==> src/rtl/fetch_line_buffer.sv <==
// Instruction fetch unit: issues Sysbus line bursts, splits beats into 32-bit instructions
// and queues {instr, pc} in a FIFO toward decode, with redirect/drain and zero-word halt.
module fetch_line_buffer #(
    parameter int         BUS_DATA_WIDTH = 64,
    parameter int         BUS_TAG_WIDTH  = 13,
    parameter int         BURST_BEATS    = 8,
    parameter int         DEPTH          = 32,
    parameter logic [3:0] SYSBUS_MEMORY  = 4'b0001
) (
    input  logic                      clk,
    input  logic                      reset,
    input  logic [63:0]               entry,
    input  logic                      redirect_valid,
    input  logic [63:0]               redirect_pc,
    output logic                      bus_reqcyc,
    input  logic                      bus_reqack,
    output logic [BUS_DATA_WIDTH-1:0] bus_req,
    output logic [BUS_TAG_WIDTH-1:0]  bus_reqtag,
    input  logic                      bus_respcyc,
    output logic                      bus_respack,
    input  logic [BUS_DATA_WIDTH-1:0] bus_resp,
    input  logic [BUS_TAG_WIDTH-1:0]  bus_resptag,
    output logic                      out_valid,
    input  logic                      out_ready,
    output logic [31:0]               out_instr,
    output logic [63:0]               out_pc,
    output logic                      out_halt
);
    localparam int IPB        = BUS_DATA_WIDTH / 32;
    localparam int IPL        = IPB * BURST_BEATS;
    localparam int BEAT_BYTES = BUS_DATA_WIDTH / 8;
    localparam int LINE_BYTES = BURST_BEATS * BEAT_BYTES;
    localparam int AW         = $clog2(DEPTH);
    localparam int BW         = (BURST_BEATS > 1) ? $clog2(BURST_BEATS) : 1;
    localparam logic [63:0] LINE_MASK = ~(64'(LINE_BYTES) - 64'd1);
    localparam logic [BUS_TAG_WIDTH-1:0] REQ_TAG = BUS_TAG_WIDTH'({1'b1, SYSBUS_MEMORY, 8'b0});

    typedef enum logic [1:0] {S_IDLE, S_REQ, S_RESP, S_DRAIN} state_t;

    state_t          state_reg, state_next;
    logic [63:0]     pc_reg;
    logic [63:0]     line_base_reg;
    logic [BW-1:0]   beat_reg;
    logic            stop_reg;
    logic            redirect_pend_reg;
    logic [AW-1:0]   wr_ptr_reg, rd_ptr_reg;
    logic [AW:0]     count_reg;

    logic [31:0]     mem_instr [DEPTH];
    logic [63:0]     mem_pc    [DEPTH];

    logic [63:0]     beat_addr;
    logic [31:0]     lane_instr [IPB];
    logic [63:0]     lane_addr  [IPB];
    logic            lane_push  [IPB];
    logic [AW-1:0]   lane_off   [IPB];
    logic [AW:0]     n_push;
    logic            lane_kill;
    logic            zero_seen;
    logic            push_ok;
    logic            can_req;
    logic            last_beat;
    logic            pop;

    logic unused_ok;
    assign unused_ok = ^{bus_resptag, redirect_pc[1:0], entry[1:0]};

    assign beat_addr = line_base_reg + 64'(beat_reg) * 64'(BEAT_BYTES);
    assign last_beat = (beat_reg == BW'(BURST_BEATS - 1));
    // Space for a whole line is reserved before requesting, so pushes never overflow.
    assign can_req   = !stop_reg && (count_reg <= (AW+1)'(DEPTH - IPL));
    assign push_ok   = (state_reg == S_RESP) && bus_respcyc && !redirect_valid;

    genvar gi;
    generate
        for (gi = 0; gi < IPB; gi++) begin : g_lane
            assign lane_instr[gi] = bus_resp[32*gi +: 32];
            assign lane_addr[gi]  = beat_addr + 64'(4 * gi);
        end
    endgenerate

    // Lanes below the fetch PC are skipped; a zero word is kept but kills the rest of the line.
    always_comb begin
        lane_kill = stop_reg;
        zero_seen = 1'b0;
        n_push    = '0;
        for (int i = 0; i < IPB; i++) begin
            lane_push[i] = 1'b0;
            lane_off[i]  = n_push[AW-1:0];
            if (push_ok && !lane_kill && (lane_addr[i] >= pc_reg)) begin
                lane_push[i] = 1'b1;
                n_push       = n_push + (AW+1)'(1);
                if (lane_instr[i] == 32'h0) begin
                    lane_kill = 1'b1;
                    zero_seen = 1'b1;
                end
            end
        end
    end

    always_comb begin
        state_next  = state_reg;
        bus_reqcyc  = 1'b0;
        bus_respack = 1'b0;
        case (state_reg)
            S_IDLE: begin
                if (!redirect_valid && can_req)
                    state_next = S_REQ;
            end
            S_REQ: begin
                bus_reqcyc = 1'b1;
                if (bus_reqack)
                    state_next = (redirect_pend_reg || redirect_valid) ? S_DRAIN : S_RESP;
            end
            S_RESP: begin
                bus_respack = bus_respcyc;
                if (bus_respcyc && last_beat)
                    state_next = S_IDLE;
                else if (redirect_valid)
                    state_next = S_DRAIN;
            end
            S_DRAIN: begin
                bus_respack = bus_respcyc;
                if (bus_respcyc && last_beat)
                    state_next = S_IDLE;
            end
            default: state_next = S_IDLE;
        endcase
    end

    assign bus_req    = bus_reqcyc ? BUS_DATA_WIDTH'(line_base_reg) : '0;
    assign bus_reqtag = bus_reqcyc ? REQ_TAG : '0;

    assign out_valid = (count_reg != '0);
    assign out_instr = out_valid ? mem_instr[rd_ptr_reg] : 32'h0;
    assign out_pc    = out_valid ? mem_pc[rd_ptr_reg] : 64'h0;
    assign out_halt  = out_valid && (out_instr == 32'h0);
    assign pop       = out_valid && out_ready;

    always_ff @(posedge clk) begin
        if (reset) begin
            state_reg         <= S_IDLE;
            pc_reg            <= {entry[63:2], 2'b00};
            line_base_reg     <= '0;
            beat_reg          <= '0;
            stop_reg          <= 1'b0;
            redirect_pend_reg <= 1'b0;
            wr_ptr_reg        <= '0;
            rd_ptr_reg        <= '0;
            count_reg         <= '0;
        end else begin
            state_reg <= state_next;

            if (state_reg == S_IDLE && state_next == S_REQ)
                line_base_reg <= pc_reg & LINE_MASK;

            if (state_reg == S_REQ && bus_reqack)
                beat_reg <= '0;
            else if (bus_respack)
                beat_reg <= beat_reg + BW'(1);

            // Remember a redirect seen while the request is still unacknowledged.
            if (state_reg == S_REQ && !bus_reqack)
                redirect_pend_reg <= redirect_pend_reg || redirect_valid;
            else
                redirect_pend_reg <= 1'b0;

            if (redirect_valid)
                pc_reg <= {redirect_pc[63:2], 2'b00};
            else if (state_reg == S_RESP && bus_respcyc && last_beat)
                pc_reg <= line_base_reg + 64'(LINE_BYTES);

            if (redirect_valid)
                stop_reg <= 1'b0;
            else if (zero_seen)
                stop_reg <= 1'b1;

            if (redirect_valid) begin
                wr_ptr_reg <= '0;
                rd_ptr_reg <= '0;
                count_reg  <= '0;
            end else begin
                wr_ptr_reg <= wr_ptr_reg + n_push[AW-1:0];
                rd_ptr_reg <= rd_ptr_reg + AW'(pop);
                count_reg  <= count_reg + n_push - (AW+1)'(pop);
            end
        end
    end

    always_ff @(posedge clk) begin
        for (int i = 0; i < IPB; i++) begin
            if (lane_push[i]) begin
                mem_instr[wr_ptr_reg + lane_off[i]] <= lane_instr[i];
                mem_pc[wr_ptr_reg + lane_off[i]]    <= lane_addr[i];
            end
        end
    end

endmodule

==> config.mk <==
export PLATFORM = sky130hd
export DESIGN_NAME = fetch_line_buffer
export DESIGN_NICKNAME = d
export VERILOG_FILES = /design/src/rtl/fetch_line_buffer.sv
export SDC_FILE = /design/constraint.sdc
export NUM_CORES = 2
export LEC_CHECK = 0
export BUFFER_PORTS_ARGS = -buffer_cell sky130_fd_sc_hd__buf_2
export CAP_MARGIN = 20
export CORE_MARGIN = 2
export CORE_UTILIZATION = 63
export CTS_CLUSTER_DIAMETER = 200
export DETAILED_ROUTE_END_ITERATION = 6
export MAX_ROUTING_LAYER = met4
export PLACE_DENSITY = 0.91
export SYNTH_ARGS = -nofsm -noshare
export SYNTH_HDL_FRONTEND = slang
export SYNTH_SLANG_ARGS = --single-unit
==> constraint.sdc <==
create_clock -name clk -period 8.7 [get_ports clk]
set_input_delay 0.87 -clock clk [delete_from_list [all_inputs] [get_ports clk]]
set_output_delay 0.87 -clock clk [all_outputs]
set_load 0.005 [all_outputs]
Word level (Yosys, flattened, before mapping)
Memories as Yosys holds them, arrays and structs flattened. A register that Yosys moved wholly into a read port is not among the register bits.
Index checks and enable logic that the tools add are counted.
W data, S select, Z words.

word-level totals
  register bits after elaboration = 145
  memory bits (writable) = 3072
  input port bits = 211
  output and inout port bits = 177
  logic and storage cells = 93
  memories kept = 2

memory list
  name       depth  bits a word  rd ports  clocked after memory_dff  write ports  line  text
  mem_pc     32     64           1         1                         2            50    logic [63:0] mem_pc [DEPTH];
  mem_instr  32     32           1         1                         2            49    logic [31:0] mem_instr [DEPTH];

operators by class
  add/sub/neg operators = 10
  magnitude comparators = 3
  equality and inequality tests = 5
  multiplexer cells = 32
  bitwise logic cells = 1
  reductions and logical operators = 30

operators with widths
  operator                 count
  $mux W64                 5
  $ge A64 B64 Y1           2
  $logic_not A32 Y1        3
  $add A64 B3 Y64 const B  1
  $add A64 B6 Y64          1
  $add A64 B7 Y64 const B  1
  $mux W32                 1
  $mux W1                  16
  $logic_and A1 B1 Y1      15
  $mux W13                 1
  $add A5 B5 Y5            2
  $mux W2                  5
  $mux W5                  2
  $pmux W2 S4              1
  $reduce_or A2 Y1         4
  $add A6 B1 Y6 const B    1
  $add A6 B6 Y6            1
  $le A6 B5 Y1 const B     1
  $mux W6                  1
  $reduce_bool A6 Y1       1
  $sub A6 B1 Y6            1
  $add A5 B1 Y5            1
  $eq A2 B1 Y1 const B     2
  $eq A2 B2 Y1 const B     2
  7 further kinds          10

Depth between registers and ports, before layout
  word-level depth = 12
  depth in mapped cells = 25
  depth with buffers taken out = 22

Worst setup path before layout
No wires, ideal clock.

  path kind = flip-flop to flip-flop
  from = register pc_reg[29]
  to = memory mem_instr[29][0], enable pin
  setup time = 0.490 ns
  arrival = 6.782 ns
  required time = 8.210 ns
  setup slack = 1.428 ns
  stages on the path, launching flop included = 23
  path buffers = 4
  period minus slack after synthesis = 7.272 ns
  cells stage by stage = edfxtp_1 inv_1 ha_1 nand4_1 nor4_1 a221oi_1 o21ai_0 a211o_4 buf_6 buf_2 nor2_1 nor2_1 ha_1 ha_1 clkbuf_1 nand2_1 mux2i_1 a22o_1 a21oi_1 nor4_1 o21ai_1 o22ai_2 clkbuf_1

RTL lines
  element                 line  text
  start, declared         41    logic [63:0] pc_reg;
  start signal, assigned  143   pc_reg <= {entry[63:2], 2'b00};
  start signal, assigned  169   pc_reg <= {redirect_pc[63:2], 2'b00};
  start signal, assigned  171   pc_reg <= line_base_reg + 64'(LINE_BYTES);
  end, declared           49

==> reports/results.txt <==
Core ar.: 241000 µm²
CP required: 9420 ps
Hold_buf cts: 0
Critical Path Fanout Max: 37
# rows: 180
Count leader, synth: edfxtp_1
Pin count of the biggest net entering global routing: 155
Yosys warns: 0
Fill cells: 13600
Synth cell types: 85
Type of the worst setup path: reg2reg
Most used cell along the critical path: ha_1
P_leak: 50.6 nW
Rel. slew slack: 14.8%
CTS Sinks: 3151
CTS tree: built
I/O pin cnt: 388
Number of global-route vias before repair: 96300
Outcome: completed
Sequential fraction of the synthesis area: 61.4%
Gate Count Post-Synth: 9751
Worst Min Path Start: bus_reqack
Overall Power: 0.0346 W
Netlist Area Pre-Place: 152000 µm²
Post-CTS Resized: 0
Largest stage delay, worst path: 880 ps
Post-CTS setup buffers: 0
Avg Cell Area, Syn: 15.6 µm²
Post-DRT Antenna Nets: 0
Yosys reg bits: 3151
# DRC: 0
Root Driver: clkbuf_16
CP Launch Type: register
FFs w/ async S/R, synth: 0%
Seq. cell area: 93500 µm²
Die Width: 496 µm
Final setup vio count: 0
Worst skew pair latency: 1020 ps
Share of post-route cells with drive strength above 1: 27.7%
Post-detail-place hpwl: 232000 µm
Synth top area share: 59.9%
Crit. Startpoint: line_base_reg[31]
Sum Neg Setup Slack: 0 ps
Synth area leader: edfxtp_1
Tcrit/Tclk final: 84.3%
Post-Place Cells: 12500
Drt wl/cell: 34.5 µm
DR vias: 94600
Area of the multi-input gates: 54000 µm²
DR pass1 iterations: 6
Starting Density: 63.4%
Setup Skew: 117 ps
Ys flop type: edfxtp_1
DR vias/cell: 7.22
Clk buf depth: 4
RSZ-0062 raised after global routing: false
FMAX: 0.136 GHz
Clock buffer count from CTS: 328
Initial antenna violation count: 45
HP Class: in2reg
EDFF count, synth: 3038
Critical R2R Launch: line_base_reg[31]
Synth top area cells: edfxtp_1 (60%), mux4_2 (12%), and2_1 (8.2%)
Total of max-cap violations: 0
Pwr Density: 208 nW/µm²
Final nets: 9930
Global-route wire length before repair: 646000 µm
Max IR drop VDD: 0.000241 V
# port buffers: 351
CP Capture Type: register
Measured slew at the worst slew-check pin: 1270 ps
Max reg flops: 1984
P&R area growth vs syn: 9.22%
DIE HEIGHT: 496 µm
H-tree levels: 5
Final Slew Violations: 0
Critical-path top delay cell: nor2_4
Cells along the critical path: buf_4, ha_1, nand4_1, nor4_1, buf_4, a221oi_1, o21ai_0, a211o_4, nor2_1, nor2_1, ha_1, ha_1, nand2_1, o21ai_1, o211ai_2, nor2_4, buf_12, mux2_1
Tmin final: 7340 ps
GRT Overall Usage: 37.6%
Remaining Overflow, GRT: 0
Final hold viol count: 0
Fin cells: 13100
Reg clk slew, reported paths: 70 ps
DR iter-0 viols: 17000
GP Congestion: 0.897
Final WL: 452000 µm
Synth top cells by count: edfxtp_1 (3038), and2_1 (1999), mux4_2 (837)
Data arrival, critical path: 8060 ps
Die ar.: 246000 µm²
[through the flow]
| stage | setup WS (ps) | hold WS (ps) | utilization, % | area, µm² |
|---|---|---|---|---|
| 2_1_floorplan | 1430 | 418 | - | 152000 |
| 3_3_place_gp | 2050 | 430 | 64.9 | 156000 |
| 3_5_place_dp | 1910 | 439 | 64.9 | 156000 |
| 4_1_cts | 1730 | 58.8 | 69.0 | 166000 |
| 5_1_grt | 1250 | 127 | 69.2 | 166000 |
| 6_report | 1360 | 130 | 69.2 | 166000 |
[final cells by class]
| class | count | share of cell area (%) |
|---|---|---|
| sequential | 3151 | 56.2 |
| multi-input combinational | 5452 | 32.4 |
| clock buffer | 412 | 5.21 |
| timing repair buffer | 609 | 2.78 |
| tap | 3185 | 2.39 |
| clock inverter | 146 | 0.707 |
| inverter | 93 | 0.213 |
| antenna | 42 | 0.0632 |
[worst max-delay path, delay by kind of cell, from the launching register on]
| family | cells | cell delay (ps) |
|---|---|---|
| simple gates | 6 | 2270 |
| buf+inv | 3 | 810 |
| compound gates | 5 | 2190 |
| mux | 1 | 390 |
| flops | 1 | 310 |
| fa+ha+maj | 3 | 1010 |
[path summary, 6_finish.rpt]
path / to / slack [ps] / depth (start not counted)
hold / removal: redirect_pend_reg / 130 / 2
setup reg to reg: mem_instr[0][10] / 1360 / 18
hold reg to reg: mem_pc[19][2] / 450 / 2
setup / recovery: mem_instr[0][10] / 1360 / 18
[report_power, final]
part           internal [W]  switching [W]
sequential           0.0166       0.000103
clock               0.00753        0.00592
combinational       0.00149        0.00301
total                0.0256        0.00904
[placed cells by master, fill, tap and decap left out, types with 26 or more instances in the layout]
| cell | instances |
|---|---|
| a21oi_1 | 230 |
| a22o_1 | 36 |
| a22oi_1 | 64 |
| and2_1 | 1997 |
| buf_12 | 55 |
| buf_2 | 350 |
| buf_4 | 190 |
| clkbuf_1 | 72 |
| clkbuf_16 | 331 |
| clkinv_1 | 54 |
| clkinv_2 | 57 |
| dfxtp_1 | 108 |
| diode_2 | 42 |
| edfxtp_1 | 3038 |
| ha_1 | 82 |
| inv_1 | 92 |
| mux2_1 | 308 |
| mux2_2 | 681 |
| mux2_4 | 55 |
| mux2i_1 | 80 |
| mux4_2 | 837 |
| nand2_1 | 402 |
| nand3_1 | 26 |
| nand4_1 | 31 |
| nor2_1 | 91 |
| nor4_1 | 31 |
| o21ai_0 | 99 |
| xnor2_1 | 28 |
| xor2_1 | 40 |
[cell families (layout without fill, tap and decap cells)]
logic type	after synthesis	in the layout	synth area share, %
flip-flops	3151	3151	61.4
AND/OR/NAND/NOR	2711	2711	10.4
multiplexers	1961	1961	20.7
buffers and inverters	1166	1260	3.51
AO/OA/AOI/OAI	609	609	2.86
adder cells (fa/ha/maj)	84	84	0.700
XOR/XNOR	68	68	0.391
other	1	61	0.00246
[per-layer routing]
metal	vias to the layer above	share of wire [%]	wire length (µm)	global-route usage, %
li1	36400	-	-	-
met1	46500	30	136000	44.4
met2	9184	47	210000	56.8
met3	2432	16	70400	11.0
met4	0	7.8	35100	24.3
met5	-	0	0	-
Note: power is estimated with default switching activity, not from simulation.
